$ cat src/rtl/pipe_stage_regs.sv
// Fetch PC, F/D and D/E pipeline registers for the 5-stage RV32I core.
// Valid bits mark bubbles; saturating counters record stall and flush events.
module pipe_stage_regs #(
    parameter int unsigned           word_width = 32,
    parameter logic [word_width-1:0] RESET_PC   = 32'h0000_0000,
    parameter logic [word_width-1:0] NOP_INSTR  = 32'h0000_0013,
    parameter int unsigned           CNT_W      = 16
) (
    input  logic                  clk,
    input  logic                  reset_n,
    input  logic                  StallF,
    input  logic                  StallD,
    input  logic                  FlushD,
    input  logic                  FlushE,
    input  logic [word_width-1:0] PCNextF,
    input  logic [word_width-1:0] InstrF,
    input  logic                  RegWriteD,
    input  logic [1:0]            ResultSrcD,
    input  logic                  cnt_clr,
    output logic [word_width-1:0] PCF,
    output logic [word_width-1:0] InstrD,
    output logic [word_width-1:0] PCD,
    output logic                  ValidD,
    output logic [4:0]            Rs1D,
    output logic [4:0]            Rs2D,
    output logic [4:0]            RdD,
    output logic [4:0]            Rs1E,
    output logic [4:0]            Rs2E,
    output logic [4:0]            RdE,
    output logic                  RegWriteE,
    output logic [1:0]            ResultSrcE,
    output logic [word_width-1:0] PCE,
    output logic                  ValidE,
    output logic [CNT_W-1:0]      stall_cnt,
    output logic [CNT_W-1:0]      flush_cnt
);

    localparam logic [CNT_W-1:0] CNT_MAX = '1;

    logic stall_event;
    logic flush_event;

    // Fetch PC: a stall holds even a redirect target.
    always_ff @(posedge clk or negedge reset_n) begin
        if (!reset_n) begin
            PCF <= RESET_PC;
        end else if (!StallF) begin
            PCF <= PCNextF;
        end
    end

    // F/D register: flush beats stall, and a flush inserts a NOP bubble.
    always_ff @(posedge clk or negedge reset_n) begin
        if (!reset_n) begin
            InstrD <= NOP_INSTR;
            PCD    <= '0;
            ValidD <= 1'b0;
        end else if (FlushD) begin
            InstrD <= NOP_INSTR;
            PCD    <= '0;
            ValidD <= 1'b0;
        end else if (!StallD) begin
            InstrD <= InstrF;
            PCD    <= PCF;
            ValidD <= 1'b1;
        end
    end

    assign Rs1D = InstrD[19:15];
    assign Rs2D = InstrD[24:20];
    assign RdD  = InstrD[11:7];

    // D/E register: controls are masked by ValidD so a bubble can never
    // trigger forwarding or a load-use stall in the hazard unit.
    always_ff @(posedge clk or negedge reset_n) begin
        if (!reset_n) begin
            Rs1E       <= '0;
            Rs2E       <= '0;
            RdE        <= '0;
            RegWriteE  <= 1'b0;
            ResultSrcE <= '0;
            PCE        <= '0;
            ValidE     <= 1'b0;
        end else if (FlushE) begin
            Rs1E       <= '0;
            Rs2E       <= '0;
            RdE        <= '0;
            RegWriteE  <= 1'b0;
            ResultSrcE <= '0;
            PCE        <= '0;
            ValidE     <= 1'b0;
        end else begin
            Rs1E       <= Rs1D;
            Rs2E       <= Rs2D;
            RdE        <= RdD;
            RegWriteE  <= RegWriteD & ValidD;
            ResultSrcE <= ValidD ? ResultSrcD : 2'b00;
            PCE        <= PCD;
            ValidE     <= ValidD;
        end
    end

    // A cycle with both stall and flush counts only as a flush.
    assign stall_event = StallD & ~FlushD;
    assign flush_event = FlushD;

    function automatic logic [CNT_W-1:0] cnt_next(
        input logic [CNT_W-1:0] cur,
        input logic             ev,
        input logic             clr
    );
        logic [CNT_W-1:0] res;
        res = cur;
        if (clr) begin
            res = '0;
        end else if (ev && (cur != CNT_MAX)) begin
            res = cur + CNT_W'(1);
        end
        return res;
    endfunction

    // Saturating performance counters with synchronous clear.
    always_ff @(posedge clk or negedge reset_n) begin
        if (!reset_n) begin
            stall_cnt <= '0;
            flush_cnt <= '0;
        end else begin
            stall_cnt <= cnt_next(stall_cnt, stall_event, cnt_clr);
            flush_cnt <= cnt_next(flush_cnt, flush_event, cnt_clr);
        end
    end

endmodule

$ cat config.mk
export PLATFORM = sky130hd
export DESIGN_NAME = pipe_stage_regs
export DESIGN_NICKNAME = d
export VERILOG_FILES = /design/src/rtl/pipe_stage_regs.sv
export SDC_FILE = /design/constraint.sdc
export NUM_CORES = 1
export LEC_CHECK = 0
export BUFFER_PORTS_ARGS = -buffer_cell sky130_fd_sc_hd__buf_2
export CORE_MARGIN = 4
export CORE_UTILIZATION = 35
export CTS_BUF_LIST = sky130_fd_sc_hd__clkbuf_8
export CTS_CLUSTER_DIAMETER = 80
export CTS_CLUSTER_SIZE = 25
export DETAILED_ROUTE_END_ITERATION = 10
export PLACE_DENSITY = 0.61
export SLEW_MARGIN = 30
export SYNTH_ARGS = -nofsm -noshare
export SYNTH_HDL_FRONTEND = slang
export SYNTH_SLANG_ARGS = --single-unit
$ cat constraint.sdc
create_clock -name clk -period 2.1 [get_ports clk]
set_input_delay 0.63 -clock clk [delete_from_list [all_inputs] [get_ports clk]]
set_output_delay 0.63 -clock clk [all_outputs]
set_load 0.03 [all_outputs]
**After elaboration in Yosys (flattened, before gate mapping)**

Index checks and enable logic that the tools add are counted.

- Bits in registers: 180
- Latch bits: 0
- Memory bits (writable): 0
- Bits in read-only memories: 0
- Input bits: 74
- Output and inout port bits: 195
- Memories: 0

- $add $sub $neg: 2
- $mul: 0
- Div/mod/pow operators: 0
- Order comparisons: 0
- Equality and inequality tests: 3
- Shift-type cells: 0
- Muxes and demuxes: 18
- Bitwise gates (word level): 3
- Reduce and logical (&&, ||, !) cells: 4

Operator list:

| kind | number |
|---|---|
| 2-to-1 mux 32 bit | 5 |
| 2-to-1 mux 16 bit | 4 |
| adder 16 x 1 -> 16 bit (second input constant) | 2 |
| inequality test 16 bit (second input constant) | 2 |
| 2-to-1 mux 5 bit | 3 |
| 2-to-1 mux 1 bit | 4 |
| 2-to-1 mux 2 bit | 2 |
| nonzero test 2 bit | 2 |
| AND 1 bit | 2 |
| logical AND 1 bit | 2 |
| inequality test 2 x 1 -> 1 bit (second input constant) | 1 |
| inverter 1 bit | 1 |

**Depth between registers and ports, before layout**

Gate-level depths: netlist of run 1.

- Depth after elaboration: 5
- Gate-level depth with buffers: 6
- Mapped depth without buffers: 6

**Worst setup path before layout of run 1**

Ideal clock, no wire load.

- Kind: flip-flop to flip-flop
- Start: register stall_cnt[0]
- End: register stall_cnt[11]
- Library setup time: 0.125 ns
- Arrival: 1.913 ns
- Data required time: 1.975 ns
- Setup slack: 0.062 ns
- Stages on the path, launching flop included: 7
- Path buffers: 0
- Period minus slack after synthesis: 2.038 ns
- Path through: dfrtp_1 -> ha_1 -> nand3_1 -> nor4_4 -> a21oi_2 -> nor3b_2 -> mux2_4

- Longest elaborated chain between the ends: 3
- Elaborated cells on any way between the ends: 6
- Those cells by class: add/sub (1); eq/ne (1); mux (2); reduce/logical (2)

Ends and longest elaborated chain:

| element | RTL line | RTL |
|---|---|---|
| start, declared | 34 | `output logic [CNT_W-1:0] stall_cnt,` |
| start signal, assigned | 128 | `stall_cnt <= cnt_next(stall_cnt, stall_event, cnt_clr);` |
| adder 16 x 1 -> 16 bit or inequality test 16 bit (tied branches) | 117, 116 |  |
| 2-to-1 mux 16 bit or logical AND 1 bit (tied branches) | 116 | `end else if (ev && (cur != CNT_MAX)) begin` |
| 2-to-1 mux 16 bit or nonzero test 2 bit (tied branches) | n/a |  |

Parallel ways exist; a longest one is shown, timed or not. The select of a mux whose other input is x is not followed.
A chain may end at the register's enable or synchronous reset.

**Worst setup path after layout of run 1**

- Start: register stall_cnt[3]
- End: register stall_cnt[14]

Same word-level chain as after synthesis.

==> qor.csv, run 1 <==
stage;metric;value;unit
clock_tree;cts_sinks;180;
yosys;synth-seq-cells;180;
route;routed-via-count;5233;
pwr;irDropWorstVdd;0.3434;mV
die;die_w;151.9;um
cells_and_area;layout_commonest_cell;buf_2;
clock_tree;insertion_delay;0.44;ns
yosys;netlist-cell-type-count;45;
global_routing;grt_first_pass_wirelength;30470;um
timing;maxClockFrequency;533.9;MHz
cells_and_area;syn_to_final_growth;29.02;%
cells_and_area;final_core_utilization;46.07;%
global_routing;via_count_of_the_first_global_routing_pass;5527;
yosys;synth-edff-count;0;
die;die-area;23080;sq um
cells_and_area;post_route_cells_drive_above_1_share;42.71;%
yosys;syn-cell-area;7248;sq um
hold_path;type_of_the_worst_min_delay_path;input pin to asynchronous set/reset pin;
critical_path;worst-endpoint-arrival;2.20;ns
route;drc_errors;0;
timing;finalWorstSetupSlack;0.2269;ns
critical_path;worst_setup_path_end_kind;register;
yosys;part_of_the_yosys_area_used_for_sequential_elements;62.20;%
place;routabilityCongestion;0.8250;
clock_tree;cts-buffers-inserted;17;
global_routing;antenna_violations_before_repair;1;
route;1st_pass_router_iterations;4;
clock_tree;post_cts_hold_buffer_count;0;
cells_and_area;fin_nets;920;
cells_and_area;layout_common_cells;buf_2, dfrtp_1, nor2_1;
place;place.port_buffers;268;
run_status;status;complete, no violations;
critical_path;crit_required;2.43;ns
route;route.detailed.wl_per_inst;16.41;um
yosys;synth.net_count;655;
place;placed_cell_area;8931;sq um
yosys;asyncSetResetFlopFracSynth;100.0;%
critical_path;worst_r2r_endpoint;stall_cnt[14];
route;antenna_violating_nets_post_route;0;
run;cap_violations;0;
global_routing;gr-usage-all-layers;16.24;%
die;initial_utilization;35.71;%
yosys;postSynthCellCount;579;
timing;slew-limit-headroom;60.82;%
clock_tree;ctsRootBufferMaster;clkbuf_8;
critical_path;worst-r2r-cell-count;5;
clock_tree;post_cts_setup_repair_bufs;0;
timing;slew_viol_final;0;
clock_tree;maximum_clock_insertion_buffer_count;2;
clock_tree;post_cts_resize_count;0;
clock_tree;h-tree-depth;4;
die;ios;269;
place;dp_wirelength;13150;um
timing;rsz0062_at_grt;false;
die;core;20300;sq um
clock_tree;cts.reportedPaths.clkPinSlew;0.10;ns
global_routing;gr-total-overflow;0;
global_routing;grt_max_degree;69;
die;die-height;151.9;um
timing;finalWorstPathRequiredPeriod;1.873;ns
yosys;synth_area_per_cell;12.52;sq um
route;drt_iter0_drc;168;
timing;worst_pin_slew;0.5876;ns
cells_and_area;final_design_instance_area_without_fill;9351;sq um
critical_path;regToRegStartpoint;stall_cnt[3];
timing;setup_viol;0;
route;routed_wl;18490;um
critical_path;start_kind;register;
timing;finalClockSkew;0.01478;ns
cells_and_area;n_antenna_cell;0;
timing;finalHoldViolations;0;
critical_path;critical_path.endpoint;stall_cnt[14];
critical_path;worst_setup_path_startpoint;stall_cnt[3];
yosys;yosys_warnings;0;
place;post-place-ws;0.05354;ns
pwr;pwr_density_cell;793.8;nW/um^2
critical_path;critical_path.max_fanout;7;
critical_path;setup.reg_to_reg.worst_slack;0.23;ns
yosys;synth-main-ff-cell;dfrtp_1;
timing;fin_crit_sh;89.19;%
timing;summed_negative_setup_slack_over_all_endpoints;0;ns
critical_path;worst-setup-path-type;register to register;
die;placementRows;52;
pwr;total_leakage_power;4.958;nW
route;routed_via_density;4.643;
clock_tree;cts_tree;yes;
## critical path, cell delays in order (launching register included)
cell and delay (ns):
dfrtp_1 0.49, nand4_1 0.20, or4_4 0.55, a2111oi_4 0.32
xnor2_1 0.15, nor2_1 0.05
## where the power goes
part | switching (mW) | internal, mW | leakage (nW)
combinational | 0.795 | 0.391 | 2.38
clock | 1.44 | 1.02 | 0.209
sequential | 0.125 | 3.66 | 2.37
total | 2.36 | 5.07 | 4.96
## sequential cells by signal, summed over array words and instances, names as in the netlist
name        count
PCE            32
Rs2E            5
stall_cnt      16
ResultSrcE      2
ValidD          1
RegWriteE       1
flush_cnt      16
PCD            32
PCF            32
Rs1E            5
InstrD         32
ValidE          1
RdE             5
## area by class of cell
| class | instances | area [sq um] |
|---|---|---|
| Timing Repair Buffer | 289 | 1570 |
| Sequential cell | 180 | 4508 |
| Multi-Input combinational cell | 351 | 2496 |
| Clock buffer | 17 | 234.0 |
| Fill cell | 1966 | 10950 |
| Clock inverter | 15 | 186.4 |
| Tap cell | 270 | 337.8 |
| Inverter | 5 | 18.77 |
## synthesized netlist by cell type, drive strengths merged, types with 2 or more instances
cell type / count / area [sq um]
and3: 4 / 25.02
nor3: 5 / 25.02
or3: 4 / 25.02
nor3b: 2 / 20.02
a31oi: 2 / 12.51
and2: 4 / 25.02
dfstp: 3 / 78.83
a21oi: 7 / 38.79
a211oi: 3 / 22.52
or4: 2 / 18.77
ha: 2 / 25.02
inv: 5 / 18.77
clkbuf: 17 / 63.81
nor4: 6 / 65.06
mux2i: 65 / 650.6
dfrtp: 177 / 4429
o21ai: 3 / 18.77
mux2: 33 / 375.4
xor2: 6 / 52.55
and2b: 2 / 15.01
nor2b: 50 / 312.8
nand4: 10 / 77.57
a211o: 3 / 26.28
nand3: 10 / 50.05
nand2: 11 / 41.29
xnor2: 16 / 140.1
a21boi: 2 / 15.01
nor2: 93 / 349.1
buf: 26 / 161.4
## layer usage
layer,vias to the layer above,routed length (um),global-route usage (%)
li1,2463,-,-
met1,2558,7846,20.42
met2,186,8657,25.87
met3,24,1626,6.769
met4,2,345,4.666
met5,-,13,0
## kinds of logic (layout without fill, tap and decap cells)
group | count (synthesis) | after routing | synth area share [%]
buf+inv | 48 | 326 | 3.366
flops | 180 | 180 | 62.20
fa+ha+maj | 2 | 2 | 0.3452
simple gates | 204 | 204 | 14.60
mux | 98 | 98 | 14.15
compound gates | 25 | 25 | 2.676
xor+xnor | 22 | 22 | 2.658
## worst min path at each step
stage                    to  cells past startpoint
2_1_floorplan    InstrD[10]                      0
5_1_grt        stall_cnt[8]                      1
4_1_cts        stall_cnt[8]                      1
6_report       stall_cnt[8]                      1
3_3_place_gp        PCE[30]                      1
3_5_place_dp        PCE[30]                      1
## metrics by stage
stage | hold slack (ns) | cells | power [mW]
floorplan | 0.3344 | 579 | 4.583
global placement | 0.4971 | 1095 | 5.044
detailed placement | 0.5070 | 1095 | 5.060
CTS | 0.03778 | 1127 | 7.557
global route | 0.03545 | 1127 | 7.812
finish | 0.06707 | 1127 | 7.424
Power figures use the tool's default switching activity.
==> run 2, diff against run 1 <==
PLACE_DENSITY = 0.63   (was 0.61)
clock period = 1.67 ns   (was 2.1 ns; I/O delays follow)
==> run 2 against run 1 <==
  * The flow now finishes with violations (setup timing)
  * Worst hold slack better by 0.20 ns
  * Largest power group unchanged
  * Highest routed layer is now met4
  * Total power up 29%
  * Clock skew down 0.0038 ns
  * Sequential share of layout area down 4.9 points
  * Wire length up 5.0%
  * Via count up 7.0%
==> qor.csv, run 2 (synthesis results as in run 1) <==
stage;metric;value;unit;change
pwr;pwr_density_cell;916.1;nW/um^2;+15%
cells_and_area;final_core_utilization;51.66;%;+5.6 points
critical_path;crit_required;2.00;ns;-0.43 ns
timing;finalWorstPathRequiredPeriod;1.740;ns;-0.1329 ns
critical_path;worst_setup_path_end_kind;register;;
run;cap_violations;0;;unchanged
hold_path;type_of_the_worst_min_delay_path;input pin to register;;
pwr;total_leakage_power;5.465;nW;+10%
critical_path;cp.buffers_inverters;1;;+1
critical_path;start_kind;register;;
global_routing;gr-usage-all-layers;16.78;%;+0.54 points
global_routing;via_count_of_the_first_global_routing_pass;5876;;+6.3%
die;initial_utilization;35.71;%;unchanged
critical_path;crit_slowest_cell;or4_4;;
timing;finalClockSkew;0.01101;ns;-0.003777 ns
cells_and_area;count_of_non_filler_cells_in_the_finished_layout;1209;;+7.3%
critical_path;cp_cell_sequence;buf_6, nand4_4, or4_4, a2111oi_4, xnor2_1, nor2_1;;
critical_path;worst_r2r_endpoint;stall_cnt[14];;
cells_and_area;fin_nets;1002;;+8.9%
clock_tree;insertion_delay;0.44;ns;about the same
die;core;20300;sq um;unchanged
clock_tree;h-tree-depth;4;;unchanged
pwr;intPower;6.741;mW;+33%
hold_path;cells_on_worst_hold_path;2;;
clock_tree;maximum_clock_insertion_buffer_count;2;;unchanged
clock_tree;cts-buffers-inserted;17;;unchanged
pwr;swShare;29.83;%;-1.9 points
cells_and_area;final_design_instance_area_without_fill;10490;sq um;+12%
critical_path;worst-r2r-cell-count;6;;+1
place;placed_cell_area;9376;sq um;+5.0%
critical_path;worst-endpoint-arrival;2.07;ns;-0.13 ns
route;drc_errors;0;;unchanged
die;die-height;151.9;um;unchanged
pwr;p_comb_share;16.5;%;+0.5 points
cells_and_area;post_route_cells_drive_above_1_share;51.86;%;+9.2 points
timing;slew_viol_final;0;;unchanged
route;1st_pass_router_iterations;4;;unchanged
timing;finalWorstSetupSlack;-0.07021;ns;-0.2971 ns
cells_and_area;layout_commonest_cell;buf_2;;
place;routabilityCongestion;0.8878;;+7.6%
clock_tree;cts_tree;yes;;
global_routing;antenna_violations_before_repair;0;;-1
route;routed-via-count;5599;;+7.0%
timing;fin_worst_hold_slack;0.2653;ns;+0.1982 ns
clock_tree;cts.reportedPaths.clkPinSlew;0.10;ns;about the same
route;route.detailed.wl_per_inst;16.05;um;-2.1%
global_routing;gr-total-overflow;0;;unchanged
timing;worst_pin_slew;0.4979;ns;-0.08969 ns
critical_path;critical_path.max_fanout;3;;-4
cells_and_area;syn_to_final_growth;44.67;%;
route;drt_iter0_drc;175;;+4.2%
timing;maxClockFrequency;574.6;MHz;+7.6%
timing;fin_crit_sh;104.2;%;+15 points
die;die-area;23080;sq um;unchanged
timing;finalHoldViolations;0;;unchanged
pwr;power.sequential.fraction;49.5;%;-1.4 points
global_routing;grt_max_degree;65;;-5.8%
route;routed_via_density;4.631;;-0.26%
timing;rsz0062_at_grt;true;;
critical_path;regToRegStartpoint;stall_cnt[10];;
pwr;p_sw;2.865;mW;+22%
hold_path;timing.hold.worst.start;RegWriteD;;
clock_tree;ctsRootBufferMaster;clkbuf_8;;
cells_and_area;n_antenna_cell;0;;unchanged
route;antenna_violating_nets_post_route;0;;unchanged
place;place.port_buffers;268;;unchanged
clock_tree;cts_sinks;180;;unchanged
critical_path;setup.reg_to_reg.worst_slack;-0.07;ns;-0.30 ns
global_routing;grt_first_pass_wirelength;31450;um;+3.2%
die;placementRows;52;;unchanged
route;routed_wl;19410;um;+5.0%
die;ios;269;;unchanged
place;dp_wirelength;13720;um;+4.4%
critical_path;worst-setup-path-type;register to register;;
timing;setup_viol;7;;+7
place;dp.cells;1139;;+4.0%
hold_path;worstHoldEndpoint;RegWriteE;;
place;post-place-ws;-0.2228;ns;-0.2763 ns
die;die_w;151.9;um;unchanged
pwr;clock_power_share;34.0;%;+0.9 points
critical_path;worst_path_largest_cell_delay;0.49;ns;-0.06 ns
timing;slew-limit-headroom;66.80;%;+6.0 points
run_status;violations;setup timing;;
critical_path;timing.critical_path.max_delay_family;simple AND/OR/NAND/NOR gates;;
run_status;status;complete, but fails checks;;
pwr;irDropWorstVdd;0.4874;mV;+42%
cells_and_area;layout_common_cells;buf_2, dfrtp_1, nor2_1;;
-- run 2: cell types whose count changed in the layout (fill, tap and decap cells not counted), moves of 24 or more --
cell / change
buf_6: +57
buf_4: +51
buf_2: -32
dfrtp_1: -24
dfrtp_2: +24
-- run 2: power groups by stage --
stage	clock [mW]	combinational, mW	sequential, mW
3_5_place_dp	0	1.57	4.84
2_1_floorplan	0	0.459	5.31
4_1_cts	3.39	1.61	4.76
5_1_grt	3.56	1.71	4.79
6_report	3.27	1.58	4.75
3_3_place_gp	0	1.55	4.83
-- run 2: timing repair --
item,4_1_cts,5_1_grt
endpoints found under the setup margin,41,52
setup buffers,17,20
gates resized for setup,83,24
hold buffers,1,0
pin swaps,5,12
hold endpoints to repair,22,0
-- run 2: stage by stage --
stage / setup TNS [ns] / total power, mW
floorplan: -1.960 / 5.771
global placement: -1.895 / 6.386
detailed placement: -2.329 / 6.408
CTS: -1.006 / 9.750
global route: -1.337 / 10.06
finish: -0.1579 / 9.607
-- run 2: how the worst max path moves through the flow --
| stage | startpoint | end | slack, ns | cells past startpoint |
|---|---|---|---|---|
| 6_report | stall_cnt[10] | stall_cnt[14] | -0.07 | 6 |
| 5_1_grt | stall_cnt[10] | stall_cnt[14] | -0.12 | 6 |
| 4_1_cts | flush_cnt[8] | flush_cnt[5] | -0.12 | 5 |
| 3_5_place_dp | FlushD | stall_cnt[12] | -0.22 | 6 |
| 3_3_place_gp | FlushD | stall_cnt[14] | -0.20 | 6 |
| 2_1_floorplan | stall_cnt[0] | stall_cnt[11] | -0.27 | 6 |
-- run 2: metal layers --
layer	global-route usage, %	up-vias	wire length, um
met5	0	-	0
met4	5.137	0	340
met3	5.631	24	1328
met2	27.46	183	9447
met1	21.23	2770	8294
li1	-	2622	-
-- run 2: final cells by class --
class | instances | area (sq um)
well taps | 270 | 337.8
clock buffers | 18 | 247.7
repair buffers | 371 | 2520
fillers | 1847 | 9813
clock inverters | 14 | 191.4
multi-input cells | 351 | 2633
flip-flops and latches | 180 | 4538
inverters | 5 | 18.77
